### src/rtl/cmdin_dispatcher_if.sv
// cmdin_dispatcher_if -- bundle of the dispatcher's bus-facing signals.
//   cmdin_queue_* : BRAM port onto the command-in queue (byte address, 64-bit data)
//   cmdin_out_*   : AXI-stream style command output (tvalid/tready/tdest/tdata/tlast)
//   finish_*      : one-cycle pulse from an accelerator that finished its command
// master = dispatcher side, slave = BRAM/stream sink/accelerator side.
interface cmdin_dispatcher_if #(
  parameter int MAX_ACCS = 16
);
  localparam int DEST_W = (MAX_ACCS > 1) ? $clog2(MAX_ACCS) : 1;

  logic              cmdin_queue_en;
  logic [7:0]        cmdin_queue_we;
  logic [31:0]       cmdin_queue_addr;
  logic [63:0]       cmdin_queue_din;
  logic [63:0]       cmdin_queue_dout;

  logic              cmdin_out_tvalid;
  logic              cmdin_out_tready;
  logic [DEST_W-1:0] cmdin_out_tdest;
  logic [63:0]       cmdin_out_tdata;
  logic              cmdin_out_tlast;

  logic              finish_valid;
  logic [DEST_W-1:0] finish_id;

  modport master (
    output cmdin_queue_en, cmdin_queue_we, cmdin_queue_addr, cmdin_queue_din,
    input  cmdin_queue_dout,
    output cmdin_out_tvalid, cmdin_out_tdest, cmdin_out_tdata, cmdin_out_tlast,
    input  cmdin_out_tready,
    input  finish_valid, finish_id
  );

  modport slave (
    input  cmdin_queue_en, cmdin_queue_we, cmdin_queue_addr, cmdin_queue_din,
    output cmdin_queue_dout,
    input  cmdin_out_tvalid, cmdin_out_tdest, cmdin_out_tdata, cmdin_out_tlast,
    output cmdin_out_tready,
    output finish_valid, finish_id
  );
endinterface

### src/rtl/cmdin_dispatcher.sv
// cmdin_dispatcher -- pulls commands out of a BRAM holding one circular
// subqueue per accelerator and streams them out, one command at a time.
//   aclk            : clock, rising edge
//   ps_rst          : synchronous active-high reset
//   cmdin_queue_clk : aclk passed through to the BRAM
//   cmdin_queue_rst : ps_rst passed through to the BRAM
//   bus             : BRAM port, command stream output, finish pulses
//   acc_busy        : per-accelerator busy mask (set on dispatch, cleared on finish)
//   error           : sticky flag, a header announced more payload than fits
// Subqueue a occupies entries a*LEN .. a*LEN+LEN-1. An entry whose top byte is
// 0x80 is a header; its low byte N gives the payload word count that follows.
module cmdin_dispatcher #(
  parameter int MAX_ACCS           = 16,
  parameter int CMDIN_SUBQUEUE_LEN = 64
) (
  input  logic                aclk,
  input  logic                ps_rst,
  output logic                cmdin_queue_clk,
  output logic                cmdin_queue_rst,
  cmdin_dispatcher_if.master  bus,
  output logic [MAX_ACCS-1:0] acc_busy,
  output logic                error
);
  localparam int LEN = CMDIN_SUBQUEUE_LEN;
  localparam int AW  = (MAX_ACCS > 1) ? $clog2(MAX_ACCS) : 1;
  localparam int PW  = (LEN > 1) ? $clog2(LEN) : 1;

  typedef enum logic [2:0] {
    S_SCAN, S_RD_HDR, S_CHK_HDR, S_RD_PAY, S_SEND, S_CLR
  } state_t;

  state_t              state_q, state_d;
  logic [AW-1:0]       cur_acc;
  logic [AW-1:0]       rr;
  logic [PW-1:0]       rd_ptr [MAX_ACCS];
  logic [7:0]          hdr_n;
  logic [7:0]          beat_k;
  logic                bad_q;
  logic                tvalid_q, tlast_q;
  logic [63:0]         tdata_q;
  logic [AW-1:0]       tdest_q;
  logic [MAX_ACCS-1:0] busy_d;

  logic                scan_found;
  logic [AW-1:0]       scan_pick;
  logic                hdr_valid, hdr_oversize, xfer;
  logic [7:0]          hdr_len;
  logic                q_en;
  logic [7:0]          q_we;
  logic [31:0]         q_addr;

  function automatic logic [AW-1:0] next_acc(input logic [AW-1:0] a);
    return (int'(a) == MAX_ACCS - 1) ? '0 : a + 1'b1;
  endfunction

  function automatic logic [AW-1:0] rot(input logic [AW-1:0] base, input int off);
    int s;
    s = int'(base) + off;
    if (s >= MAX_ACCS) s = s - MAX_ACCS;
    return AW'(s);
  endfunction

  function automatic logic [31:0] entry_addr(input logic [AW-1:0] a, input logic [PW-1:0] ptr);
    return (32'(a) * 32'(LEN) + 32'(ptr)) << 3;
  endfunction

  assign cmdin_queue_clk = aclk;
  assign cmdin_queue_rst = ps_rst;

  // Header decode straight off the BRAM read data (valid in CHK_HDR).
  assign hdr_valid    = (bus.cmdin_queue_dout[63:56] == 8'h80);
  assign hdr_len      = bus.cmdin_queue_dout[7:0];
  assign hdr_oversize = (32'(hdr_len) > 32'(LEN - 1));
  assign xfer         = tvalid_q & bus.cmdin_out_tready;

  // First idle accelerator at or after rr, wrapping.
  always_comb begin
    scan_found = 1'b0;
    scan_pick  = '0;
    for (int i = 0; i < MAX_ACCS; i++) begin
      if (!scan_found && !acc_busy[rot(rr, i)]) begin
        scan_found = 1'b1;
        scan_pick  = rot(rr, i);
      end
    end
  end

  always_comb begin
    state_d = state_q;
    case (state_q)
      S_SCAN:    if (scan_found) state_d = S_RD_HDR;
      S_RD_HDR:  state_d = S_CHK_HDR;
      S_CHK_HDR: begin
        if (!hdr_valid)       state_d = S_SCAN;
        else if (hdr_oversize) state_d = S_CLR;
        else                   state_d = S_SEND;
      end
      S_SEND:    if (xfer) state_d = (beat_k == hdr_n) ? S_CLR : S_RD_PAY;
      S_RD_PAY:  state_d = S_SEND;
      S_CLR:     state_d = S_SCAN;
      default:   state_d = S_SCAN;
    endcase
  end

  // BRAM port is decoded from state; gated by reset so an aborted CLR
  // never reaches the memory.
  always_comb begin
    q_en   = 1'b0;
    q_we   = '0;
    q_addr = '0;
    if (!ps_rst) begin
      case (state_q)
        S_RD_HDR: begin
          q_en   = 1'b1;
          q_addr = entry_addr(cur_acc, rd_ptr[cur_acc]);
        end
        S_RD_PAY: begin
          // beat_k already counts the word being fetched; wraps inside the subqueue
          q_en   = 1'b1;
          q_addr = entry_addr(cur_acc, rd_ptr[cur_acc] + PW'(beat_k));
        end
        S_CLR: begin
          q_en   = 1'b1;
          q_we   = 8'hFF;
          q_addr = entry_addr(cur_acc, rd_ptr[cur_acc]);
        end
        default: ;
      endcase
    end
  end

  assign bus.cmdin_queue_en   = q_en;
  assign bus.cmdin_queue_we   = q_we;
  assign bus.cmdin_queue_addr = q_addr;
  assign bus.cmdin_queue_din  = '0;

  // Finish clears, dispatch sets; the set is applied last so it wins.
  always_comb begin
    busy_d = acc_busy;
    if (bus.finish_valid && (int'(bus.finish_id) < MAX_ACCS))
      busy_d[bus.finish_id] = 1'b0;
    if (state_q == S_CLR && !bad_q)
      busy_d[cur_acc] = 1'b1;
  end

  always_ff @(posedge aclk) begin
    if (ps_rst) state_q <= S_SCAN;
    else        state_q <= state_d;
  end

  always_ff @(posedge aclk) begin
    if (ps_rst) begin
      cur_acc  <= '0;
      rr       <= '0;
      hdr_n    <= '0;
      beat_k   <= '0;
      bad_q    <= 1'b0;
      tvalid_q <= 1'b0;
      tlast_q  <= 1'b0;
      tdata_q  <= '0;
      tdest_q  <= '0;
      acc_busy <= '0;
      error    <= 1'b0;
      for (int i = 0; i < MAX_ACCS; i++) rd_ptr[i] <= '0;
    end else begin
      acc_busy <= busy_d;
      case (state_q)
        S_SCAN: if (scan_found) cur_acc <= scan_pick;
        S_CHK_HDR: begin
          hdr_n  <= hdr_len;
          beat_k <= '0;
          bad_q  <= hdr_valid & hdr_oversize;
          if (!hdr_valid) begin
            rr <= next_acc(cur_acc);
          end else if (!hdr_oversize) begin
            tvalid_q <= 1'b1;
            tdata_q  <= bus.cmdin_queue_dout;
            tdest_q  <= cur_acc;
            tlast_q  <= (hdr_len == 8'd0);
          end
        end
        S_SEND: begin
          if (!tvalid_q) begin
            // arrived from RD_PAY: read data is on dout this cycle
            tvalid_q <= 1'b1;
            tdata_q  <= bus.cmdin_queue_dout;
            tlast_q  <= (beat_k == hdr_n);
          end else if (xfer) begin
            tvalid_q <= 1'b0;
            tlast_q  <= 1'b0;
            beat_k   <= beat_k + 8'd1;
          end
        end
        S_CLR: begin
          rd_ptr[cur_acc] <= rd_ptr[cur_acc] + (bad_q ? PW'(1) : PW'(32'(hdr_n) + 1));
          rr <= next_acc(cur_acc);
          if (bad_q) error <= 1'b1;
        end
        default: ;
      endcase
    end
  end

  assign bus.cmdin_out_tvalid = tvalid_q;
  assign bus.cmdin_out_tdata  = tdata_q;
  assign bus.cmdin_out_tdest  = tdest_q;
  assign bus.cmdin_out_tlast  = tlast_q;
endmodule

### src/flat_wrapper.sv
// flat-port wrapper written by rule: the top's interface ports become plain ports
module cmdin_dispatcher_flat 
#(
  parameter int MAX_ACCS           = 16,
  parameter int CMDIN_SUBQUEUE_LEN = 64
)
  (aclk, ps_rst, cmdin_queue_clk, cmdin_queue_rst, acc_busy, error, bus_cmdin_queue_en, bus_cmdin_queue_we, bus_cmdin_queue_addr, bus_cmdin_queue_din, bus_cmdin_queue_dout, bus_cmdin_out_tvalid, bus_cmdin_out_tdest, bus_cmdin_out_tdata, bus_cmdin_out_tlast, bus_cmdin_out_tready, bus_finish_valid, bus_finish_id);
  cmdin_dispatcher_if #(.MAX_ACCS(MAX_ACCS)) bus_i ();
  input  logic aclk;
  input  logic ps_rst;
  output logic cmdin_queue_clk;
  output logic cmdin_queue_rst;
  output logic [MAX_ACCS-1:0] acc_busy;
  output logic error;
  output wire logic [$bits(bus_i.cmdin_queue_en)-1:0] bus_cmdin_queue_en;
  output wire logic [$bits(bus_i.cmdin_queue_we)-1:0] bus_cmdin_queue_we;
  output wire logic [$bits(bus_i.cmdin_queue_addr)-1:0] bus_cmdin_queue_addr;
  output wire logic [$bits(bus_i.cmdin_queue_din)-1:0] bus_cmdin_queue_din;
  input wire logic [$bits(bus_i.cmdin_queue_dout)-1:0] bus_cmdin_queue_dout;
  output wire logic [$bits(bus_i.cmdin_out_tvalid)-1:0] bus_cmdin_out_tvalid;
  output wire logic [$bits(bus_i.cmdin_out_tdest)-1:0] bus_cmdin_out_tdest;
  output wire logic [$bits(bus_i.cmdin_out_tdata)-1:0] bus_cmdin_out_tdata;
  output wire logic [$bits(bus_i.cmdin_out_tlast)-1:0] bus_cmdin_out_tlast;
  input wire logic [$bits(bus_i.cmdin_out_tready)-1:0] bus_cmdin_out_tready;
  input wire logic [$bits(bus_i.finish_valid)-1:0] bus_finish_valid;
  input wire logic [$bits(bus_i.finish_id)-1:0] bus_finish_id;
  assign bus_cmdin_queue_en = bus_i.cmdin_queue_en;
  assign bus_cmdin_queue_we = bus_i.cmdin_queue_we;
  assign bus_cmdin_queue_addr = bus_i.cmdin_queue_addr;
  assign bus_cmdin_queue_din = bus_i.cmdin_queue_din;
  assign bus_i.cmdin_queue_dout = bus_cmdin_queue_dout;
  assign bus_cmdin_out_tvalid = bus_i.cmdin_out_tvalid;
  assign bus_cmdin_out_tdest = bus_i.cmdin_out_tdest;
  assign bus_cmdin_out_tdata = bus_i.cmdin_out_tdata;
  assign bus_cmdin_out_tlast = bus_i.cmdin_out_tlast;
  assign bus_i.cmdin_out_tready = bus_cmdin_out_tready;
  assign bus_i.finish_valid = bus_finish_valid;
  assign bus_i.finish_id = bus_finish_id;
  cmdin_dispatcher #(.MAX_ACCS(MAX_ACCS), .CMDIN_SUBQUEUE_LEN(CMDIN_SUBQUEUE_LEN)) u_core (.aclk(aclk), .ps_rst(ps_rst), .cmdin_queue_clk(cmdin_queue_clk), .cmdin_queue_rst(cmdin_queue_rst), .bus(bus_i), .acc_busy(acc_busy), .error(error));
endmodule
### config.mk
export PLATFORM = sky130hd
export DESIGN_NAME = cmdin_dispatcher_flat
export DESIGN_NICKNAME = d
export VERILOG_FILES = /design/src/rtl/cmdin_dispatcher_if.sv /design/src/rtl/cmdin_dispatcher.sv /design/src/flat_wrapper.sv
export SDC_FILE = /design/constraint.sdc
export NUM_CORES = 1
export LEC_CHECK = 0
export ABC_CLOCK_PERIOD_IN_PS = 10200
export BUFFER_PORTS_ARGS = -buffer_cell sky130_fd_sc_hd__buf_2
export CAP_MARGIN = 40
export CORE_MARGIN = 8
export CORE_UTILIZATION = 50
export DETAILED_ROUTE_END_ITERATION = 8
export PLACE_DENSITY = 0.74
export SLEW_MARGIN = 40
export SYNTH_ARGS = -nofsm -noshare
export SYNTH_HDL_FRONTEND = slang
export SYNTH_SLANG_ARGS = --single-unit
### constraint.sdc
create_clock -name aclk -period 10.2 [get_ports aclk]
set_input_delay 2.04 -clock aclk [delete_from_list [all_inputs] [get_ports aclk]]
set_output_delay 2.04 -clock aclk [all_outputs]
set_load 0.03 [all_outputs]
-- Word-level counts from Yosys, hierarchy flattened
Memories as Yosys holds them, arrays and structs flattened. A register that Yosys moved wholly into a read port is not among the register bits.
Cells that the tools add are included.
Widths: inputs -> output; s select.
- mux-type cells: 129
- bitwise logic cells: 6
- $lt $le $gt $ge: 37
- add/subtract/negate cells: 38
- equality and inequality tests: 16
- reductions and logical operators: 64
- operator list (operator ; number):
    $mux 64 ; 3
    $mux 4 ; 37
    $pmux 64 s2 ; 1
    $lt 4x5->1 const B ; 18
    $ge 5x5->1 const B ; 15
    $bmux 1 s4 ; 16
    $pmux 32 s2 ; 1
    $sub 4x1->4 const B ; 16
    $mux 1 ; 51
    $add 4x4->5 const B ; 8
    $mux 16 ; 2
    $mux 32 ; 1
    $mux 8 ; 4
    $logic_not 1->1 ; 30
    $add 10x6->11 ; 2
    $add 4x3->5 const B ; 4
    $logic_and 1x1->1 ; 18
    $and 16x16->16 ; 1
    $not 16->16 ; 1
    $or 16x16->16 ; 1
    $pmux 8 s2 ; 1
    $pmux 3 s5 ; 1
    $add 6x6->6 ; 2
    $mux 3 ; 4
    32 further kinds ; 52
- logic and storage cells: 303
- input bits: 72
- memory bits (writable): 96
- memories kept: 1
- output and inout port bits: 194
- bits in registers: 115
- memory list (name ; words ; bits a word ; rd ports ; clocked after Yosys merged registers in ; wr ports ; RTL line ; text):
    u_core.rd_ptr ; 16 ; 6 ; 1 ; 1 ; 16 ; cmdin_dispatcher.sv:35 ; logic [PW-1:0] rd_ptr [MAX_ACCS];

-- Logic depth before layout (Yosys ltp)
- word-level depth: 53
- mapped depth: 18
- mapped depth without buffers: 12

==> out/qor.yml <==
logic_synthesis:
  dominant_combinational_cell_family_by_area_after_synthesis: "simple AND/OR/NAND/NOR gates"
  yosysSeqAreaShare_pct: 42.0
  synth_compound_gate_area_share_pct: 11.2
  yosys_register_bits: 215
  ys_types: 76
  synthSimpleGateAreaFrac_pct: 17.0
  ys_warn_count: 0
  mean_cell_area_of_the_mapped_netlist_um2: 9.54
  post_synthesis_share_of_cell_area_spent_on_xor_and_xnor_gates_pct: 3.27
  yosys-top-cells-area: "sky130_fd_sc_hd__edfxtp_1 (23%), sky130_fd_sc_hd__dfxtp_1 (19%), sky130_fd_sc_hd__mux4_2 (11%), sky130_fd_sc_hd__nand2_1 (7.2%), sky130_fd_sc_hd__buf_4 (5.9%)"
  synth_mux_area_share_pct: 15.0
  synth_top_cell_area_share_pct: 23.0
  synthDominantAreaCellType: "sky130_fd_sc_hd__edfxtp_1"
  dominantRegCellSynth: "sky130_fd_sc_hd__dfxtp_1"
  synth_async_sr_flop_share_pct: 0
  syn-instance-count: 1313
  synth_edf_count: 96
  synthesized_area_fraction_occupied_by_adder_cells_pct: 2.62
  cell_area_after_synthesis_um2: 12500
final_layout:
  drive_above_1_share_pct: 22.0
  antenna_cells_inserted: 0
  fin_cells: 1795
  syn_to_final_growth_pct: 12.3
  nNetsFinal: 1547
  final_core_density_pct: 56.5
  nFillCells: 2131
setup_path:
  worst-endpoint-required_ns: 8.16
  cp-start-kind: "clock port"
  worstSetupPathType: "clk -> out"
  cp_slowest_cell: "sky130_fd_sc_hd__buf_2"
  cp_max_fo: 2
  critPathMaxStageDelay_ns: 0.17
  timing.critical_path.mode_cell: "sky130_fd_sc_hd__clkbuf_16"
  crit_chain: "clkbuf_16 -> clkbuf_16 -> buf_2"
  timing.critical_path.to_type: "output pin"
  arrival_ns: 5.51
placement:
  placement.setup.worst_slack_ns: 2.91
  routabilityCongestion: 0.946
  place_inst: 1753
  detailed_place_hpwl_um: 25500
  placement.io_buffers: 179
cts:
  cts-hold-fix-buffers: 0
  path_clk_slew_ns: 0.06
  worst_skew_pair.late_latency_ns: 0.62
  cts_repair_resize_count: 0
  post_cts_buffers: 0
  tritoncts: "built"
sta:
  worst_slack_ns: 2.65
  setup_viol: 0
  finalHoldViolCount: 0
  worst_skew_ns: 0.0179
  final_setup_tns_ns: 0
  worstMarginPinSlew_ns: 0.845
  slew_viol_final: 0
  setup_repair_after_global_routing_missed_its_margin: "false"
  maxSlewHeadroom_pct: 43.4
detailed_routing:
  drc: 0
  routedWlPerCell_um: 19.5
  via_count: 10300
  avgViaCountPerCell: 5.74
  ant_nets: 0
  dr.pass1.iters: 6
  detail_route.wirelength_um: 35000
  dr.first_iter.drc_count: 979
floorplanning:
  floorplan.initialDensity_pct: 50.3
  std_cell_rows: 58
  core_region_area_um2: 24900
  num_io_pins: 266
  fp.dieH_um: 174
  die_area_um2: 30400
  die_width_um: 174
power_and_ir_drop:
  power-per-cell-area_nw_per_um2: 167
  totalPowerFinal_mw: 2.36
  leakage_nw: 5.77
  vdd.ir_drop.worst_mv: 0.179
outcome:
  run_status: "finished, final reports clean"
global_route:
  grt_antenna_before_repair: 2
  pin_count_of_the_biggest_net_entering_global_routing: 111
  global_route.overflow_total: 0
  first_global_vias: 10100
  groute.usage.overall_pct: 22.0
  grt_first_pass_wirelength_um: 54800
hold_path:
  hp-class: "reg -> reg"
flow_run:
  max_cap_violations: 0
==> critical path: cells and delay by family <==
family	cells	cell delay, ns
buffers and inverters	3	0.42
==> logic make-up after synthesis <==
group,after synthesis
xor gates and xnor gates,40
other,1
DFF,215
muxes,110
AOI/OAI and AO/OA,236
adders and majority gates,25
and+or+nand+nor,498
buffers and inverters,188
==> state kept, by name, indices dropped and copies added, names as in the netlist, named ones only <==
name and flops:
u_core.bus.cmdin_out_tdata 64, u_core.cur_acc 4, u_core.rd_ptr 96, u_core.acc_busy 16, u_core.hdr_n 8, u_core.bus.cmdin_out_tvalid 1, u_core.beat_k 8, u_core.rr 4
u_core.bad_q 1, u_core.state_q 3, u_core.error 1, u_core.bus.cmdin_out_tlast 1, u_core.bus.cmdin_out_tdest 4
==> area by class of cell <==
type | instances | area (µm²) | area share [%]
clock inverters | 14 | 149 | 1.06
flip-flops and latches | 215 | 5270 | 37.4
clock buffers | 29 | 652 | 4.63
repair buffers | 189 | 980 | 6.96
multi-input cells | 995 | 6520 | 46.4
well taps | 330 | 413 | 2.93
inverters | 23 | 86.3 | 0.614
==> per-layer routing <==
metal | part of all wire [%] | global-route usage [%] | wire length, µm | vias up
li1 | - | - | - | 4722
met1 | 39 | 28.0 | 13700 | 4935
met2 | 47 | 35.2 | 16400 | 577
met3 | 12 | 7.20 | 4150 | 66
met4 | 2.1 | 6.38 | 722 | 4
met5 | 0.060 | 0 | 21 | -
==> report_power, final <==
part / switching, mW / total [mW] / internal (mW) / leakage, nW
clock: 0.347 / 0.877 / 0.530 / 0.392
sequential: 0.0307 / 0.962 / 0.931 / 1.95
combinational: 0.354 / 0.517 / 0.163 / 3.42
==> cells in the final DEF, fill, tap and decap left out, drive strengths merged, types with 5 or more instances in the layout <==
master,instances
nand2,239
buf,190
nor2,169
a21oi,126
dfxtp,119
edfxtp,96
conb,86
mux4,60
o21ai,39
mux2i,33
clkbuf,28
ha,23
xor2,23
inv,21
nand3,19
mux2,17
xnor2,17
and2,15
clkinv,12
nand2b,10
a31oi,8
a21o,7
nor2b,7
a22o,6
nand4,6
nor4,5
o22ai,5
a211oi,5
o211ai,5
==> per-stage QoR <==
stage	hold slack (ns)	cell area, µm²
2_1_floorplan	0.448	12900
3_3_place_gp	0.435	13200
3_5_place_dp	0.441	13300
4_1_cts	0.448	14100
5_1_grt	0.464	14100
6_report	0.445	14100
==> final timing paths <==
kind | from | depth (start not counted) | endpoint | slack, ns
setup / recovery | aclk | 3 | cmdin_queue_clk | 2.65
hold / removal | u_core.bus.cmdin_out_tdata[54] | 2 | u_core.bus.cmdin_out_tdata[54] | 0.45
setup reg to reg | u_core.rr[1] | 11 | u_core.cur_acc[2] | 5.43
hold reg to reg | u_core.bus.cmdin_out_tdata[54] | 2 | u_core.bus.cmdin_out_tdata[54] | 0.45
==> synthesized netlist by cell type (8+ instances only) <==
cell                       number
sky130_fd_sc_hd__a31oi_1        8
sky130_fd_sc_hd__inv_1         18
sky130_fd_sc_hd__nand2b_1      10
sky130_fd_sc_hd__nand3_1       19
sky130_fd_sc_hd__xor2_1        22
sky130_fd_sc_hd__edfxtp_1      96
sky130_fd_sc_hd__xnor2_1       13
sky130_fd_sc_hd__and2_1        15
sky130_fd_sc_hd__mux2_2        14
sky130_fd_sc_hd__buf_2         10
sky130_fd_sc_hd__nor2_1       169
sky130_fd_sc_hd__clkbuf_1      47
sky130_fd_sc_hd__ha_1          23
sky130_fd_sc_hd__buf_4         99
sky130_fd_sc_hd__o21ai_0       36
sky130_fd_sc_hd__a21oi_1      125
sky130_fd_sc_hd__mux4_2        60
sky130_fd_sc_hd__dfxtp_1      119
sky130_fd_sc_hd__mux2i_1       32
sky130_fd_sc_hd__nand2_1      239
No activity file was read; power rests on OpenSTA's default activity.
